==> src/rtl/alu_cmd_issuer.sv <==
// -----------------------------------------------------------------------------
// alu_cmd_issuer
//
// Initiator side of the 4-bit ALU interface. A command is accepted over a
// valid/ready handshake. Its operands are registered onto the ALU ports. One
// cycle later, the ALU result and flags are captured and returned over a
// valid/ready response channel. The block also keeps three pieces of state so
// that upstream logic can chain operations on a stateless ALU:
//   - an accumulator, usable as operand A,
//   - a sticky overflow bit,
//   - a completed-operation counter.
//
// Handshake semantics (both channels): a transfer happens on a rising clock
// edge where valid and ready are both high. While valid is high and ready is
// low, the sender holds its payload stable. Ready never depends on the valid
// of the same channel.
//
// Ports:
//   clk, rst_n          clock, asynchronous active-low reset
//   cmd_valid/ready     command handshake
//   cmd_opc/a/b         command opcode and operands
//   cmd_src_acc         take operand A from the accumulator
//   cmd_wr_acc          write the result into the accumulator on completion
//   alu_opc/a/b         registered drive to the ALU
//   alu_result/carry/zero/overflow
//                       ALU outputs, sampled in the EXEC cycle
//   rsp_valid/ready     response handshake
//   rsp_result/carry/zero/overflow
//                       captured ALU outputs
//   acc                 accumulator
//   sticky_ovf          OR of captured overflow flags since reset or clear
//   op_cnt              completed operations, wraps
//   clr_status          synchronous clear of sticky_ovf and op_cnt
//   dbg_state           current FSM state (0 IDLE, 1 EXEC, 2 RESP)
// -----------------------------------------------------------------------------
module alu_cmd_issuer #(
    parameter int WIDTH = 4,
    parameter int CNT_W = 8
) (
    input  logic             clk,
    input  logic             rst_n,

    input  logic             cmd_valid,
    output logic             cmd_ready,
    input  logic [2:0]       cmd_opc,
    input  logic [WIDTH-1:0] cmd_a,
    input  logic [WIDTH-1:0] cmd_b,
    input  logic             cmd_src_acc,
    input  logic             cmd_wr_acc,

    output logic [2:0]       alu_opc,
    output logic [WIDTH-1:0] alu_a,
    output logic [WIDTH-1:0] alu_b,
    input  logic [WIDTH-1:0] alu_result,
    input  logic             alu_carry,
    input  logic             alu_zero,
    input  logic             alu_overflow,

    output logic             rsp_valid,
    input  logic             rsp_ready,
    output logic [WIDTH-1:0] rsp_result,
    output logic             rsp_carry,
    output logic             rsp_zero,
    output logic             rsp_overflow,

    output logic [WIDTH-1:0] acc,
    output logic             sticky_ovf,
    output logic [CNT_W-1:0] op_cnt,
    input  logic             clr_status,

    output logic [1:0]       dbg_state
);

    typedef enum logic [1:0] {
        IDLE = 2'd0,
        EXEC = 2'd1,
        RESP = 2'd2
    } state_t;

    state_t state;
    state_t state_nxt;

    logic   cmd_fire;   // command handshake completes on this edge
    logic   in_exec;    // ALU outputs are valid for the latched command
    logic   wr_acc_q;   // write-back request of the command in flight

    // -------------------------------------------------------------------------
    // FSM: state register
    // -------------------------------------------------------------------------
    always_ff @(posedge clk or negedge rst_n) begin
        if (!rst_n) begin
            state <= IDLE;
        end else begin
            state <= state_nxt;
        end
    end

    // -------------------------------------------------------------------------
    // FSM: next-state logic
    // -------------------------------------------------------------------------
    always_comb begin
        state_nxt = state;
        case (state)
            IDLE: begin
                if (cmd_valid) begin
                    state_nxt = EXEC;
                end
            end
            EXEC: begin
                state_nxt = RESP;
            end
            RESP: begin
                // The response leaves on rsp_ready. A command offered in the
                // same cycle is taken at once, which keeps one op per 2 cycles.
                if (rsp_ready) begin
                    state_nxt = cmd_valid ? EXEC : IDLE;
                end
            end
            default: begin
                state_nxt = IDLE;
            end
        endcase
    end

    // -------------------------------------------------------------------------
    // FSM: outputs
    // -------------------------------------------------------------------------
    always_comb begin
        cmd_ready = 1'b0;
        rsp_valid = 1'b0;
        in_exec   = 1'b0;
        case (state)
            IDLE: begin
                cmd_ready = 1'b1;
            end
            EXEC: begin
                in_exec = 1'b1;
            end
            RESP: begin
                rsp_valid = 1'b1;
                // A new command is only taken when the current response
                // leaves, so the response registers are never overwritten early.
                cmd_ready = rsp_ready;
            end
            default: begin
                cmd_ready = 1'b0;
            end
        endcase
        cmd_fire  = cmd_valid && cmd_ready;
        dbg_state = state;
    end

    // -------------------------------------------------------------------------
    // Operand registers driving the ALU. These change only on acceptance, so
    // the ALU inputs are stable throughout EXEC and RESP. In RESP, acc already
    // holds the write-back of the previous op, so chaining sees the new value.
    // -------------------------------------------------------------------------
    always_ff @(posedge clk or negedge rst_n) begin
        if (!rst_n) begin
            alu_opc  <= 3'd0;
            alu_a    <= '0;
            alu_b    <= '0;
            wr_acc_q <= 1'b0;
        end else if (cmd_fire) begin
            alu_opc  <= cmd_opc;
            alu_a    <= cmd_src_acc ? acc : cmd_a;
            alu_b    <= cmd_b;
            wr_acc_q <= cmd_wr_acc;
        end
    end

    // -------------------------------------------------------------------------
    // Response capture. The flags pass through untouched. The registers are
    // loaded only at the end of EXEC, so they hold while RESP is stalled.
    // -------------------------------------------------------------------------
    always_ff @(posedge clk or negedge rst_n) begin
        if (!rst_n) begin
            rsp_result   <= '0;
            rsp_carry    <= 1'b0;
            rsp_zero     <= 1'b0;
            rsp_overflow <= 1'b0;
        end else if (in_exec) begin
            rsp_result   <= alu_result;
            rsp_carry    <= alu_carry;
            rsp_zero     <= alu_zero;
            rsp_overflow <= alu_overflow;
        end
    end

    // -------------------------------------------------------------------------
    // Accumulator write-back
    // -------------------------------------------------------------------------
    always_ff @(posedge clk or negedge rst_n) begin
        if (!rst_n) begin
            acc <= '0;
        end else if (in_exec && wr_acc_q) begin
            acc <= alu_result;
        end
    end

    // -------------------------------------------------------------------------
    // Status: sticky overflow and operation counter. When clr_status lands in
    // the EXEC cycle, the clear is applied first and the completing op is then
    // counted on top. The op is therefore never lost from the statistics.
    // -------------------------------------------------------------------------
    always_ff @(posedge clk or negedge rst_n) begin
        if (!rst_n) begin
            sticky_ovf <= 1'b0;
            op_cnt     <= '0;
        end else if (in_exec) begin
            sticky_ovf <= (clr_status ? 1'b0 : sticky_ovf) | alu_overflow;
            op_cnt     <= (clr_status ? '0 : op_cnt) + CNT_W'(1);
        end else if (clr_status) begin
            sticky_ovf <= 1'b0;
            op_cnt     <= '0;
        end
    end

endmodule

==> config.mk <==
export PLATFORM = sky130hd
export DESIGN_NAME = alu_cmd_issuer
export DESIGN_NICKNAME = d
export VERILOG_FILES = /design/src/rtl/alu_cmd_issuer.sv
export SDC_FILE = /design/constraint.sdc
export NUM_CORES = 1
export LEC_CHECK = 0
export CAP_MARGIN = 15
export CORE_MARGIN = 5
export CORE_UTILIZATION = 38
export DETAILED_ROUTE_END_ITERATION = 6
export GPL_ROUTABILITY_DRIVEN = 0
export PLACE_DENSITY = 0.73
export SETUP_SLACK_MARGIN = 0.4
export SLEW_MARGIN = 5
export SYNTH_ARGS = -nofsm -noshare
export SYNTH_HDL_FRONTEND = slang
export SYNTH_SLANG_ARGS = --single-unit
==> constraint.sdc <==
create_clock -name clk -period 1.4 [get_ports clk]
set_input_delay 0.28 -clock clk [delete_from_list [all_inputs] [get_ports clk]]
set_output_delay 0.28 -clock clk [all_outputs]
set_load 0.1 [all_outputs]
==> metrics.yaml <==
global_route:
  grtUsageTotal_pct: 16.9
  grt_overflow_total: 0
  grt_pass1_wl_um: 6770
  grt_pass1_vias: 1359
  grt_max_degree: 35
  antenna_found_initial: 0
floorplan:
  io_pins: 60
  die_area_um2: 5140
  initial_utilization_pct: 39.5
  die_x_um: 71.7
  rows: 22
  die_y_um: 71.7
  core_um2: 3660
clocking:
  cts_tree: "done"
  clockBufferDepth: 2
  htreeDepth: 2
  clockRootBuffer: "clkbuf_8"
  path_clk_slew_ns: 0.07
  cts-buffers-inserted: 5
  clock_latency_ns: 0.28
  cts.sinks: 34
detailed_routing:
  avgRoutedWirePerCell_um: 18.8
  drc_errors: 0
  dr.pass1.iters: 4
  ant_nets: 0
  post_drt_via_cell_ratio: 5.02
  dr_total_vias: 1314
  wirelength_um: 4920
  drt_iter0_markers: 109
pwr:
  comb_power_share_pct: 65.0
  p_int_mw: 3.52
  vdd_ir_drop_max_uv: 2160
  power_frac_seq_pct: 24.3
  p_total_mw: 6.93
  p_clk_share_pct: 10.7
  swShare_pct: 49.2
  power_switching_mw: 3.41
  powerDensity_nw_per_um2: 2200
  p_leak_nw: 1.39
sta:
  max-slew-margin-rel_pct: 77.9
  layout_setup_ws_ns: -0.165
  fmax_mhz: 639
  period_needed_ns: 1.56
  setup_viol: 19
  setup-tns-final_ns: -1.50
  slew_viol_final: 0
  hold_slack_ns: 0.408
  hold_viol: 0
  min_period_over_period_pct: 112
  tightest_slew_ns: 0.332
  skew_ns: 0.00605
  rsz0062_at_grt: "yes"
synthesis:
  synth_most_common_cell: "dfrtp_1"
  synth_cell_types: 25
  synth_edf_count: 0
  syn_inst: 117
  synth-seq-cells: 34
  synth_area_per_cell_um2: 12.4
  synth_ff_type: "dfrtp_1"
  synth_nets: 143
  async_flop_share_pct: 100
  yosysWarnings: 0
  synth_area_leaders: "dfrtp_1 59%, mux2_2 17%, nand2_1 6.2%"
  yosysSeqAreaShare_pct: 58.8
  syn-cell-area_um2: 1450
  synth_common_cells: "34 x dfrtp_1, 24 x nand2_1, 22 x mux2_2, 6 x nor2b_1, 4 x inv_1"
  yosysTopAreaCell: "dfrtp_1"
  synth_top_area_share_pct: 58.8
worst_hold_path:
  hold_class: "primary input to async pin"
placed_design:
  dpl_worst_slack_ns: -0.413
  port_buffers: 59
  place_area_um2: 2660
  place_inst: 230
  dpl.hpwl_um: 2870
setup_path:
  cp_max_fo: 5
  critical_path_class: "flip-flop to flip-flop"
  worstRegToRegCells: 4
  critPathTopFamily: "flip-flops"
  reg2reg_slack_ns: -0.16
  cp.depth: 4
  crit_buf_inv: 1
  regToRegEndpoint: "op_cnt[6]$_DFF_PN0_"
  cp.required_ns: 1.56
  path_cells: "buf_6 -> and2b_4 -> nand4_1 -> mux2_4"
  cpMaxStageDelayCell: "dfrtp_4"
  cp-end-kind: "flip-flop"
  critPathMaxStageDelay_ns: 0.49
  worstPathArrival_ns: 1.73
  regToRegStartpoint: "dbg_state[1]$_DFFE_PN0P_"
  worst_setup_path_start_kind: "flip-flop"
final_layout:
  drive_above_1_share_pct: 75.7
  fin_nets: 239
  instances_no_fill: 262
  stdcell_area_um2: 3150
  diodes: 0
  utilization_pct: 86.0
  area_growth_pct: 118
  fillers: 175
outcome:
  violations: "setup timing"
  status: "complete, but fails checks"
run:
  cap_violations: 0
==> how the worst max path moves through the flow <==
stage	start	end	slack [ns]
5_1_grt	dbg_state[1]$_DFFE_PN0P_	op_cnt[6]$_DFF_PN0_	-0.21
6_report	dbg_state[1]$_DFFE_PN0P_	op_cnt[6]$_DFF_PN0_	-0.16
2_1_floorplan	dbg_state[1]$_DFFE_PN0P_	op_cnt[6]$_DFF_PN0_	-0.18
3_5_place_dp	clr_status	op_cnt[7]$_DFF_PN0_	-0.41
4_1_cts	dbg_state[1]$_DFFE_PN0P_	cmd_ready	-0.13
3_3_place_gp	rsp_ready	alu_b[2]$_DFFE_PN0P_	-0.32
==> flip-flops by register name, summed over array words and instances, names as in the netlist, 2 cells and up <==
signal	cells
acc	4
alu_opc	3
dbg_state	2
alu_b	4
alu_a	4
rsp_result	4
op_cnt	8
==> cells in the final DEF (no fill, tap or decap), drive strengths merged, types with 2 or more instances in the layout <==
| cell | count |
|---|---|
| inv | 4 |
| clkbuf | 7 |
| clkdlybuf4s50 | 22 |
| nor2b | 6 |
| mux2 | 23 |
| nand2 | 24 |
| o311ai | 2 |
| buf | 69 |
| xnor2 | 2 |
| nor2 | 2 |
| o41ai | 2 |
| dlygate4sd2 | 2 |
| nand4 | 3 |
| dfrtp | 34 |
==> power groups by stage <==
stage	Clock, mW	Combinational, mW	Sequential (mW)
2_1_floorplan	0	0.550	3.57
3_3_place_gp	0	4.07	1.68
3_5_place_dp	0	4.12	1.69
4_1_cts	0.754	4.24	1.67
5_1_grt	0.824	4.62	1.73
6_report	0.738	4.50	1.69
==> logic make-up (layout without fill, tap and decap cells) <==
logic type | after synthesis | count (layout) | share of synthesized area [%]
buffers and inverters | 8 | 105 | 3.03
XOR/XNOR | 2 | 2 | 1.21
adder cells (fa/ha/maj) | 1 | 1 | 0.865
AND/OR/NAND/NOR | 39 | 39 | 12.6
AO/OA/AOI/OAI | 10 | 10 | 5.54
flip-flops | 34 | 34 | 58.8
multiplexers | 23 | 23 | 17.9
==> worst reg2reg max path, delay by kind of cell, from the launching register on <==
family	cells	cell delay (ns)
flops	1	0.49
buf+inv	1	0.13
mux	1	0.35
simple gates	2	0.48
==> layout make-up <==
type / instances / area (µm²) / share of cell area [%]
well taps: 48 / 60.1 / 1.91
multi-input cells: 75 / 787 / 25.0
clock inverters: 1 / 5.00 / 0.159
inverters: 4 / 15.0 / 0.477
clock buffers: 7 / 86.3 / 2.74
flip-flops and latches: 34 / 915 / 29.1
repair buffers: 93 / 1280 / 40.6
==> timing repair <==
action	CTS	global route
resized for setup	26	34
hold buffers	0	0
setup buffers	12	12
endpoints found under the setup margin	69	69
pin swaps	7	10
==> per-layer routing <==
| metal | up-vias | track usage, % | share of wire (%) |
|---|---|---|---|
| li1 | 592 | - | - |
| met1 | 672 | 19.2 | 40 |
| met2 | 46 | 28.1 | 54 |
| met3 | 4 | 7.71 | 5.4 |
| met4 | 0 | 5.64 | 0.79 |
| met5 | - | 0 | 0 |
(Power assumes the default switching activity.)
